--- src/rtl/sram_like_arbiter_if.sv ---
// rtl/sram_like_arbiter_if.sv - SRAM-like request/response port bundle
interface sram_like_arbiter_if;
    logic        req;
    logic        wr;
    logic [1:0]  size;
    logic [31:0] addr;
    logic [31:0] wdata;
    logic [3:0]  wstrb;
    logic [31:0] rdata;
    logic        addr_ok;
    logic        data_ok;

    modport master (
        output req, wr, size, addr, wdata, wstrb,
        input  rdata, addr_ok, data_ok
    );

    modport slave (
        input  req, wr, size, addr, wdata, wstrb,
        output rdata, addr_ok, data_ok
    );
endinterface

--- src/rtl/sram_like_arbiter.sv ---
// rtl/sram_like_arbiter.sv - two-requester SRAM-like port arbiter with in-order completion routing
module sram_like_arbiter #(
    parameter int OUTSTANDING  = 4,
    parameter int STARVE_LIMIT = 8
) (
    input  logic                         clk,
    input  logic                         rst,
    sram_like_arbiter_if.slave           inst,
    sram_like_arbiter_if.slave           data,
    sram_like_arbiter_if.master          mem,
    output logic [$clog2(OUTSTANDING):0] inflight,
    output logic                         err_spurious
);
    localparam int PW = $clog2(OUTSTANDING);
    localparam int CW = PW + 1;

    logic [OUTSTANDING-1:0] tag_q;
    logic [PW-1:0]          wr_ptr;
    logic [PW-1:0]          rd_ptr;
    logic [CW-1:0]          count;
    logic                   lock_q;
    logic                   lock_src_q;
    logic [7:0]             starve_q;

    logic full;
    logic lock_src_req;
    logic lock_eff;
    logic grant_data;
    logic accept;
    logic pop;

    assign full         = (count == CW'(OUTSTANDING));
    assign lock_src_req = lock_src_q ? data.req : inst.req;
    // A lock whose owner has withdrawn must not steer the mux to an idle side.
    assign lock_eff     = lock_q & lock_src_req;

    always_comb begin
        grant_data = 1'b1;
        if (lock_eff)
            grant_data = lock_src_q;
        else if (inst.req && (!data.req || starve_q == 8'(STARVE_LIMIT)))
            grant_data = 1'b0;
    end

    assign mem.req   = (inst.req | data.req) & ~full;
    assign mem.wr    = grant_data ? data.wr    : inst.wr;
    assign mem.size  = grant_data ? data.size  : inst.size;
    assign mem.addr  = grant_data ? data.addr  : inst.addr;
    assign mem.wdata = grant_data ? data.wdata : inst.wdata;
    assign mem.wstrb = grant_data ? data.wstrb : inst.wstrb;

    assign accept       = mem.req & mem.addr_ok;
    assign inst.addr_ok = accept & ~grant_data;
    assign data.addr_ok = accept & grant_data;

    assign pop          = mem.data_ok & (count != '0);
    assign inst.data_ok = pop & ~tag_q[rd_ptr];
    assign data.data_ok = pop & tag_q[rd_ptr];
    assign inst.rdata   = mem.rdata;
    assign data.rdata   = mem.rdata;
    assign inflight     = count;

    always_ff @(posedge clk) begin
        if (rst) begin
            tag_q        <= '0;
            wr_ptr       <= '0;
            rd_ptr       <= '0;
            count        <= '0;
            lock_q       <= 1'b0;
            lock_src_q   <= 1'b0;
            starve_q     <= '0;
            err_spurious <= 1'b0;
        end else begin
            if (accept) begin
                tag_q[wr_ptr] <= grant_data;
                wr_ptr        <= wr_ptr + PW'(1);
            end
            if (pop)
                rd_ptr <= rd_ptr + PW'(1);
            count <= count + CW'(accept) - CW'(pop);
            if (mem.data_ok && count == '0)
                err_spurious <= 1'b1;

            if (accept) begin
                lock_q <= 1'b0;
            end else if (mem.req) begin
                lock_q     <= 1'b1;
                lock_src_q <= grant_data;
            end else if (lock_q && !lock_src_req) begin
                lock_q <= 1'b0;
            end

            // Inst is promoted once it has lost STARVE_LIMIT arbitrations in a row.
            if (accept && !grant_data)
                starve_q <= '0;
            else if (accept && inst.req && starve_q != 8'(STARVE_LIMIT))
                starve_q <= starve_q + 8'd1;
        end
    end
endmodule

--- src/flat_wrapper.sv ---
// flat-port wrapper written by rule: the top's interface ports become plain ports
module sram_like_arbiter_flat 
#(
    parameter int OUTSTANDING  = 4,
    parameter int STARVE_LIMIT = 8
)
  (clk, rst, inflight, err_spurious, inst_req, inst_wr, inst_size, inst_addr, inst_wdata, inst_wstrb, inst_rdata, inst_addr_ok, inst_data_ok, data_req, data_wr, data_size, data_addr, data_wdata, data_wstrb, data_rdata, data_addr_ok, data_data_ok, mem_req, mem_wr, mem_size, mem_addr, mem_wdata, mem_wstrb, mem_rdata, mem_addr_ok, mem_data_ok);
  sram_like_arbiter_if inst_i ();
  sram_like_arbiter_if data_i ();
  sram_like_arbiter_if mem_i ();
  input  logic clk;
  input  logic rst;
  output logic [$clog2(OUTSTANDING):0] inflight;
  output logic err_spurious;
  input wire logic [$bits(inst_i.req)-1:0] inst_req;
  input wire logic [$bits(inst_i.wr)-1:0] inst_wr;
  input wire logic [$bits(inst_i.size)-1:0] inst_size;
  input wire logic [$bits(inst_i.addr)-1:0] inst_addr;
  input wire logic [$bits(inst_i.wdata)-1:0] inst_wdata;
  input wire logic [$bits(inst_i.wstrb)-1:0] inst_wstrb;
  output wire logic [$bits(inst_i.rdata)-1:0] inst_rdata;
  output wire logic [$bits(inst_i.addr_ok)-1:0] inst_addr_ok;
  output wire logic [$bits(inst_i.data_ok)-1:0] inst_data_ok;
  input wire logic [$bits(data_i.req)-1:0] data_req;
  input wire logic [$bits(data_i.wr)-1:0] data_wr;
  input wire logic [$bits(data_i.size)-1:0] data_size;
  input wire logic [$bits(data_i.addr)-1:0] data_addr;
  input wire logic [$bits(data_i.wdata)-1:0] data_wdata;
  input wire logic [$bits(data_i.wstrb)-1:0] data_wstrb;
  output wire logic [$bits(data_i.rdata)-1:0] data_rdata;
  output wire logic [$bits(data_i.addr_ok)-1:0] data_addr_ok;
  output wire logic [$bits(data_i.data_ok)-1:0] data_data_ok;
  output wire logic [$bits(mem_i.req)-1:0] mem_req;
  output wire logic [$bits(mem_i.wr)-1:0] mem_wr;
  output wire logic [$bits(mem_i.size)-1:0] mem_size;
  output wire logic [$bits(mem_i.addr)-1:0] mem_addr;
  output wire logic [$bits(mem_i.wdata)-1:0] mem_wdata;
  output wire logic [$bits(mem_i.wstrb)-1:0] mem_wstrb;
  input wire logic [$bits(mem_i.rdata)-1:0] mem_rdata;
  input wire logic [$bits(mem_i.addr_ok)-1:0] mem_addr_ok;
  input wire logic [$bits(mem_i.data_ok)-1:0] mem_data_ok;
  assign inst_i.req = inst_req;
  assign inst_i.wr = inst_wr;
  assign inst_i.size = inst_size;
  assign inst_i.addr = inst_addr;
  assign inst_i.wdata = inst_wdata;
  assign inst_i.wstrb = inst_wstrb;
  assign inst_rdata = inst_i.rdata;
  assign inst_addr_ok = inst_i.addr_ok;
  assign inst_data_ok = inst_i.data_ok;
  assign data_i.req = data_req;
  assign data_i.wr = data_wr;
  assign data_i.size = data_size;
  assign data_i.addr = data_addr;
  assign data_i.wdata = data_wdata;
  assign data_i.wstrb = data_wstrb;
  assign data_rdata = data_i.rdata;
  assign data_addr_ok = data_i.addr_ok;
  assign data_data_ok = data_i.data_ok;
  assign mem_req = mem_i.req;
  assign mem_wr = mem_i.wr;
  assign mem_size = mem_i.size;
  assign mem_addr = mem_i.addr;
  assign mem_wdata = mem_i.wdata;
  assign mem_wstrb = mem_i.wstrb;
  assign mem_i.rdata = mem_rdata;
  assign mem_i.addr_ok = mem_addr_ok;
  assign mem_i.data_ok = mem_data_ok;
  sram_like_arbiter #(.OUTSTANDING(OUTSTANDING), .STARVE_LIMIT(STARVE_LIMIT)) u_core (.clk(clk), .rst(rst), .inst(inst_i), .data(data_i), .mem(mem_i), .inflight(inflight), .err_spurious(err_spurious));
endmodule
--- config.mk ---
export PLATFORM = sky130hd
export DESIGN_NAME = sram_like_arbiter_flat
export DESIGN_NICKNAME = d
export VERILOG_FILES = /design/src/rtl/sram_like_arbiter_if.sv /design/src/rtl/sram_like_arbiter.sv /design/src/flat_wrapper.sv
export SDC_FILE = /design/constraint.sdc
export NUM_CORES = 1
export LEC_CHECK = 0
export CAP_MARGIN = 20
export CORE_AREA = 3 3 125 127
export DETAILED_ROUTE_END_ITERATION = 6
export DIE_AREA = 0 0 128 130
export HOLD_SLACK_MARGIN = 0.02
export PLACE_DENSITY_LB_ADDON = 0.15
export RECOVER_POWER = 25
export SETUP_SLACK_MARGIN = 0.02
export SLEW_MARGIN = 20
export SYNTH_ARGS = -nofsm -noshare
export SYNTH_HDL_FRONTEND = slang
export SYNTH_SLANG_ARGS = --single-unit
--- constraint.sdc ---
create_clock -name clk -period 1.95 [get_ports clk]
set_input_delay 0.195 -clock clk [delete_from_list [all_inputs] [get_ports clk]]
set_output_delay 0.195 -clock clk [all_outputs]
set_load 0.01 [all_outputs]
==> results.yml, run 1 <==
die:
  io_pins: 324
  fp.dieW_um: 128
  die-area_um2: 16640
  die_h_um: 130
  coreArea_um2: 14530
  rows: 44
  floorplan.initialDensity_pct: 17.95
placed_design:
  dp_hpwl_um: 10490
  io_buffers: 227
  place.gp.congestion: 0.7825
power:
  p_int_mw: 2.023
  p_per_area_nw_per_um2: 560.9
  fin_total_pwr_mw: 2.897
  p_clk_share_pct: 19.9
  combinationalPowerShare_pct: 59.7
  worst_ir_drop_vdd_mv: 0.5324
  sw_frac_of_total_pct: 30.18
  seq_power_share_pct: 20.5
  switching_power_mw: 0.8743
  p_leak_nw: 2.146
routing:
  drt_iter0_drc: 63
  viasPerCell: 4.052
  m1WireLength_um: 4689
  wl_per_cell_um: 19.59
  highest_layer: "met5"
  routed_wl_um: 12740
  vias: 2634
  wl_met2_um: 6689
  post-route-drc-count: 0
  wl_met3_um: 1207
  first_pass_iters: 4
  detail-route-antenna-nets: 0
synth:
  yosysSeqAreaShare_pct: 16.88
  netlist_top_cells_area: "mux2_2, buf_4, dfxtp_1"
  synthFlopType: "dfxtp_1"
  synth-simple-area-share_pct: 9.305
  synth_top_family_by_area: "multiplexers"
  synthCells: 265
  syn_nets: 454
  synth_seq_cells: 22
  synth-adder-area-share_pct: 4.604
  synth-compound-area-share_pct: 5.564
  ys_types: 39
  synth_mux_area_share_pct: 36.16
  synthArstFlopShare_pct: 0
  synth_area_um2: 2609
  yosysTopAreaCell: "mux2_2"
  yosysTopAreaCellShare_pct: 20.72
  avgSynthCellArea_um2: 9.844
  yosys_warnings: 0
  synth_edf_count: 0
  synth-xor-area-share_pct: 3.693
cts:
  clock_latency_ps: 250
  ctsHtreeMaxLevel: 1
  cts_sinks: 22
  clk_pin_slew_worst_paths_ps: 60
  cts_buffers: 3
  root_buffer: "clkbuf_16"
  cts_tree: "yes"
  cts_buffer_depth: 2
worst_setup_path:
  regToRegStartpoint: "u_core.inflight[1]$_SDFF_PP0_"
  cp-start-kind: "flip-flop"
  crit_type: "flip-flop to output pin"
  reg2reg_depth: 9
  critPathSlowestCell: "a221oi_2"
  cp-end-kind: "output pin"
  rr_endpoint: "u_core.inflight[2]$_SDFF_PP0_"
  crit_start: "u_core.starve_q[0]$_SDFFE_PP0P_"
  crit_required_ps: 1750
  crit_top_cell: "buf_6"
  crit_fanout: 8
  cp.arrival_ps: 2230
  reg2reg_slack_ps: -20
  path_cells: "inv_2, ha_2, nor4bb_4, a221oi_2, nor2b_4, buf_6, buf_16, buf_12, mux2_4, buf_6"
  cpPeakStageDelay_ps: 340
timing:
  worst_slack_ps: -474.6
  max_slew_margin_pct: 67.46
  tightest_slew_ps: 475.8
  skew_ps: 1.608
  fin_hold_ws_ps: 390.0
  fin_crit_ps: 2425
  finalSetupViolCount: 73
  report.final.slew_viol_count: 0
  final_hold_viol_count: 0
  rsz0062_at_grt: "yes"
  post-route-period-util_pct: 124.3
  fmax_ghz: 0.4124
status:
  violations: "setup timing"
  outcome: "finished, violations left"
cells_and_area:
  antenna_cells: 0
  final_nets: 656
  drive_above_1_share_pct: 47.00
  fin_util_pct: 35.54
  areaGrowthSynthToFinish_pct: 97.99
min_path:
  min_to: "inst_rdata[31]"
  hold_start: "mem_rdata[31]"
  whs_path_depth: 0
  hp-class: "input port to output pin"
global_routing:
  grt_pass1_wl_um: 17570
  grt_antenna_before_repair: 3
  grt_pass1_vias: 2776
  grt_max_degree: 21
  grt_overflow_total: 0
  track_usage_pct: 13.84
flow_run:
  maxCapViolations: 0
synthesized netlist by cell type (all sizes together) (4+ instances only):
cell type   n
a311oi      4
inv         9
ha          8
dfxtp      22
mux2       72
buf        74
xnor2       6
nand3       5
nor2       19
a21oi       6
xor2        5
nor2b       4
flip-flops by register name, indices dropped and copies added (netlist names):
signal and flops:
u_core.starve_q 8, u_core.err_spurious 1, u_core.rd_ptr 2, u_core.tag_q 4
u_core.lock_q 1, u_core.inflight 3, u_core.lock_src_q 1, u_core.wr_ptr 2
routing by layer:
metal	vias up	global-route usage, %
met1	1208	16.01
met3	14	4.421
met4	6	1.998
li1	1253	-
met2	153	25.51
met5	-	0
power groups by stage:
stage,Sequential [mW],Combinational (mW),Clock [mW]
after detailed placement,0.596,1.62,0
after global placement,0.596,1.61,0
after global routing,0.602,1.86,0.606
final,0.593,1.73,0.575
after CTS,0.588,1.70,0.596
after floorplan,0.615,0.820,0
cells in the final DEF, fill, tap and decap left out, types with 2 or more instances in the layout:
cell / synthesis / final
inv_2: 0 / 2
mux2_2: 48 / 47
nor2b_4: 0 / 2
inv_1: 9 / 7
xor2_1: 5 / 5
a21oi_1: 6 / 6
dfxtp_2: 0 / 5
buf_4: 68 / 33
clkdlybuf4s50_1: 0 / 152
buf_2: 2 / 18
a211oi_1: 3 / 2
mux2i_1: 2 / 2
nand2_1: 3 / 3
and2_1: 2 / 2
dlygate4sd2_1: 0 / 2
dfxtp_1: 22 / 16
nor2_1: 19 / 18
buf_12: 2 / 4
buf_6: 2 / 58
mux2_4: 24 / 25
xnor2_1: 6 / 6
clkbuf_16: 0 / 3
nand3_1: 5 / 5
a311oi_2: 1 / 4
nor2b_1: 4 / 2
ha_1: 8 / 7
buf_16: 0 / 4
nor3_1: 3 / 3
critical path: cells and delay by family, from the launching register on:
kind | cells | cell delay, ps
muxes | 1 | 310
and+or+nand+nor | 2 | 240
buffers and inverters | 5 | 580
adders and majority gates | 1 | 160
AOI/OAI and AO/OA | 1 | 340
DFF | 1 | 330
layout make-up:
cell class	instances	area, µm²
clock buffer	3	75.07
clock inverter	1	30.03
fill	1512	9369
inverter	9	33.78
multi-input combinational	159	1620
sequential	22	450.4
tap	184	230.2
timing repair buffer	272	2725
logic make-up after synthesis:
kind of cell,after synthesis
compound gates,19
simple gates,45
fa+ha+maj,9
flops,22
mux,75
xor+xnor,11
buf+inv,84
worst max path at each step:
stage / depth (start not counted) / to / slack (ps)
final: 10 / mem_addr[12] / -470
after global routing: 10 / mem_addr[12] / -560
after CTS: 10 / mem_addr[0] / -490
after detailed placement: 8 / mem_size[1] / -520
after global placement: 8 / mem_size[1] / -510
after floorplan: 9 / u_core.inflight[2]$_SDFF_PP0_ / -20
per-stage QoR:
step                TNS (ps)  setup slack, ps  cell area (µm²)  cells
finish                -26780           -474.6             5165    650
global route          -33350           -557.6             5165    650
CTS                   -28050           -485.2             5064    648
detailed placement    -30080           -516.1             4812    632
global placement      -29200           -508.9             4812    632
floorplan             -285.1           -17.18             2638    265
timing repair:
item | CTS | global route
gates resized for setup | 346 | 33
gates cloned | 3 | 0
hold buffers | 0 | 0
pin swaps | 6 | 3
setup buffers | 9 | 5
endpoints found under the setup margin | 76 | 80
No activity file was read; power rests on OpenSTA's default activity.
==> run 2: changes to the inputs <==
- clock period: 1.95 -> 2.5 ns (I/O delays scaled with it)
==> run 2 against run 1 <==
The run still ends with setup timing left; die area unchanged; cell count decreased by 2.8%; clock skew increased by 2.5 ps; sequential power decreased by 21%; sequential share of layout area increased by 0.47 points; power decreased by 28%; hold slack improved by 90 ps; global-route usage decreased by 0.48 points; combinational power decreased by 32%; design area decreased by 6.7%; utilization decreased by 2.4 points; first-iteration DRC count increased by 27%.
==> results.yml, run 2 (synthesized netlist as in run 1, its figures left out) <==
status:
  outcome: "finished, violations left"
  violations: "setup timing"
worst_setup_path:
  cp-start-kind: "flip-flop"
  crit_type: "flip-flop to output pin"
  path_cells: "inv_2, ha_4, nor4bb_4, a221oi_2, nor2b_4, buf_12, buf_12, buf_16, buf_8, mux2_4, buf_6"
  crit_buf_inv: 6
  cp.arrival_ps: 2330
  crit_required_ps: 2250
  crit_fanout: 5
  cp-end-kind: "output pin"
  crit_top_cell: "buf_12"
  cpPeakStageDelay_ps: 370
  critPathSlowestCell: "a221oi_2"
  crit_family: "buffers and inverters"
global_routing:
  use_met3_pct: 4.380
  grt_max_degree: 34
  grt_pass1_wl_um: 16890
  gr-max-usage-layer: "met2"
  grtUsageMet2_pct: 22.09
  grtUsageMet1_pct: 17.67
  grt_overflow_total: 0
  track_usage_pct: 13.36
  grt_pass1_vias: 2638
  grt_antenna_before_repair: 1
cts:
  ctsHtreeMaxLevel: 1
  cts_buffers: 3
  clock_latency_ps: 250
  cts_sinks: 22
  root_buffer: "clkbuf_16"
  cts_buffer_depth: 2
  clk_pin_slew_worst_paths_ps: 60
  cts_tree: "yes"
  ctsHoldBuffers: 0
power:
  sw_frac_of_total_pct: 30.56
  p_int_mw: 1.453
  combinationalPowerShare_pct: 56.4
  worst_ir_drop_vdd_mv: 0.4561
  seq_power_share_pct: 22.3
  p_per_area_nw_per_um2: 434.0
  switching_power_mw: 0.6392
  p_leak_nw: 1.994
  fin_total_pwr_mw: 2.092
  p_clk_share_pct: 21.3
cells_and_area:
  antenna_cells: 0
  drive_above_1_share_pct: 40.18
  final_nets: 638
  top_register: "u_core.starve_q"
  n_fill_cell: 1506
  fin_util_pct: 33.16
  largest_reg_flops: 8
  final_common_cell: "clkdlybuf4s50_1"
  areaGrowthSynthToFinish_pct: 84.75
  mostFrequentLayoutCells: "clkdlybuf4s50_1, mux2_2, mux2_4, buf_2, buf_6"
timing:
  max_slew_margin_pct: 68.33
  worst_slack_ps: -81.41
  rsz0062_at_grt: "yes"
  fin_hold_ws_ps: 480.1
  tightest_slew_ps: 463.1
  fmax_ghz: 0.3874
  fin_crit_ps: 2581
  finalSetupViolCount: 6
  post-route-period-util_pct: 103.3
  skew_ps: 4.061
  report.final.slew_viol_count: 0
  final_hold_viol_count: 0
routing:
  wl_per_cell_um: 19.95
  post-route-drc-count: 0
  routed_wl_um: 12610
  first_pass_iters: 4
  drt_iter0_drc: 80
  detail-route-antenna-nets: 0
  vias: 2517
  viasPerCell: 3.983
die:
  rows: 44
  fp.dieW_um: 128
  floorplan.initialDensity_pct: 17.95
  die-area_um2: 16640
  die_h_um: 130
  coreArea_um2: 14530
  io_pins: 324
min_path:
  hp-class: "flip-flop to flip-flop"
placed_design:
  place.gp.congestion: 0.7893
  io_buffers: 227
  dp_hpwl_um: 10290
flow_run:
  maxCapViolations: 0
run 2: cell types whose count changed in the layout (fill, tap and decap cells not counted), moves of 4 or more:
cell / previous run / this run
mux2_4: 25 / 32
mux2_2: 47 / 40
dfxtp_1: 16 / 20
buf_2: 18 / 27
buf_6: 58 / 23
buf_4: 33 / 18
clkbuf_2: 1 / 15
clkdlybuf4s15_1: 0 / 5
run 2: per-layer routing:
layer  routed length (µm)  up-vias
li1                     -     1222
met3                 1165        6
met2                 6071      144
met4                   46        2
met1                 5316     1143
met5                   11        -
run 2: per-stage QoR:
step	TNS, ps	setup WS, ps	instance area, µm²	instances
global route	-1715	-123.7	4820	632
finish	-205.2	-81.41	4820	632
floorplan	0	297.6	2609	265
CTS	-433.2	-96.64	4822	628
global placement	-111.2	-40.24	4692	619
detailed placement	-320.0	-83.28	4692	619
run 2: cell type report:
class / instances / area (µm²) / share of cell area [%]
Timing Repair Buffer: 254 / 2410 / 50.00
Tap cell: 184 / 230.2 / 4.777
Inverter: 9 / 33.78 / 0.7009
Clock buffer: 3 / 75.07 / 1.558
Multi-Input combinational cell: 159 / 1598 / 33.15
Sequential cell: 22 / 442.9 / 9.190
Clock inverter: 1 / 30.03 / 0.6231
run 2: worst min-delay path: cells and delay by family (launching register included):
kind            cells  cell delay (ps)
flops               1              330
simple gates        1               70
compound gates      1               40
run 2: worst paths after layout:
kind,startpoint,to,slack (ps),cells after the start
worst max-delay path,u_core.starve_q[1]$_SDFFE_PP0P_,mem_wdata[20],-80,11
worst min register to register,u_core.err_spurious$_SDFFE_PP0P_,u_core.err_spurious$_SDFFE_PP0P_,480,2
worst max register to register,u_core.inflight[1]$_SDFF_PP0_,u_core.inflight[2]$_SDFF_PP0_,440,9
worst min-delay path,u_core.err_spurious$_SDFFE_PP0P_,u_core.err_spurious$_SDFFE_PP0P_,480,2
run 2: power groups by stage:
stage	combinational, mW	clock (mW)	sequential [mW]
global placement	1.17	0	0.474
floorplan	0.630	0	0.472
global route	1.28	0.470	0.477
CTS	1.17	0.456	0.467
finish	1.18	0.446	0.466
detailed placement	1.18	0	0.474
run 2: timing repair:
item / 4_1_cts / 5_1_grt
pin swaps: 0 / 2
setup endpoints to repair: 72 / 49
gates cloned: 2 / 2
buffers inserted: 3 / 3
gates resized for setup: 248 / 51
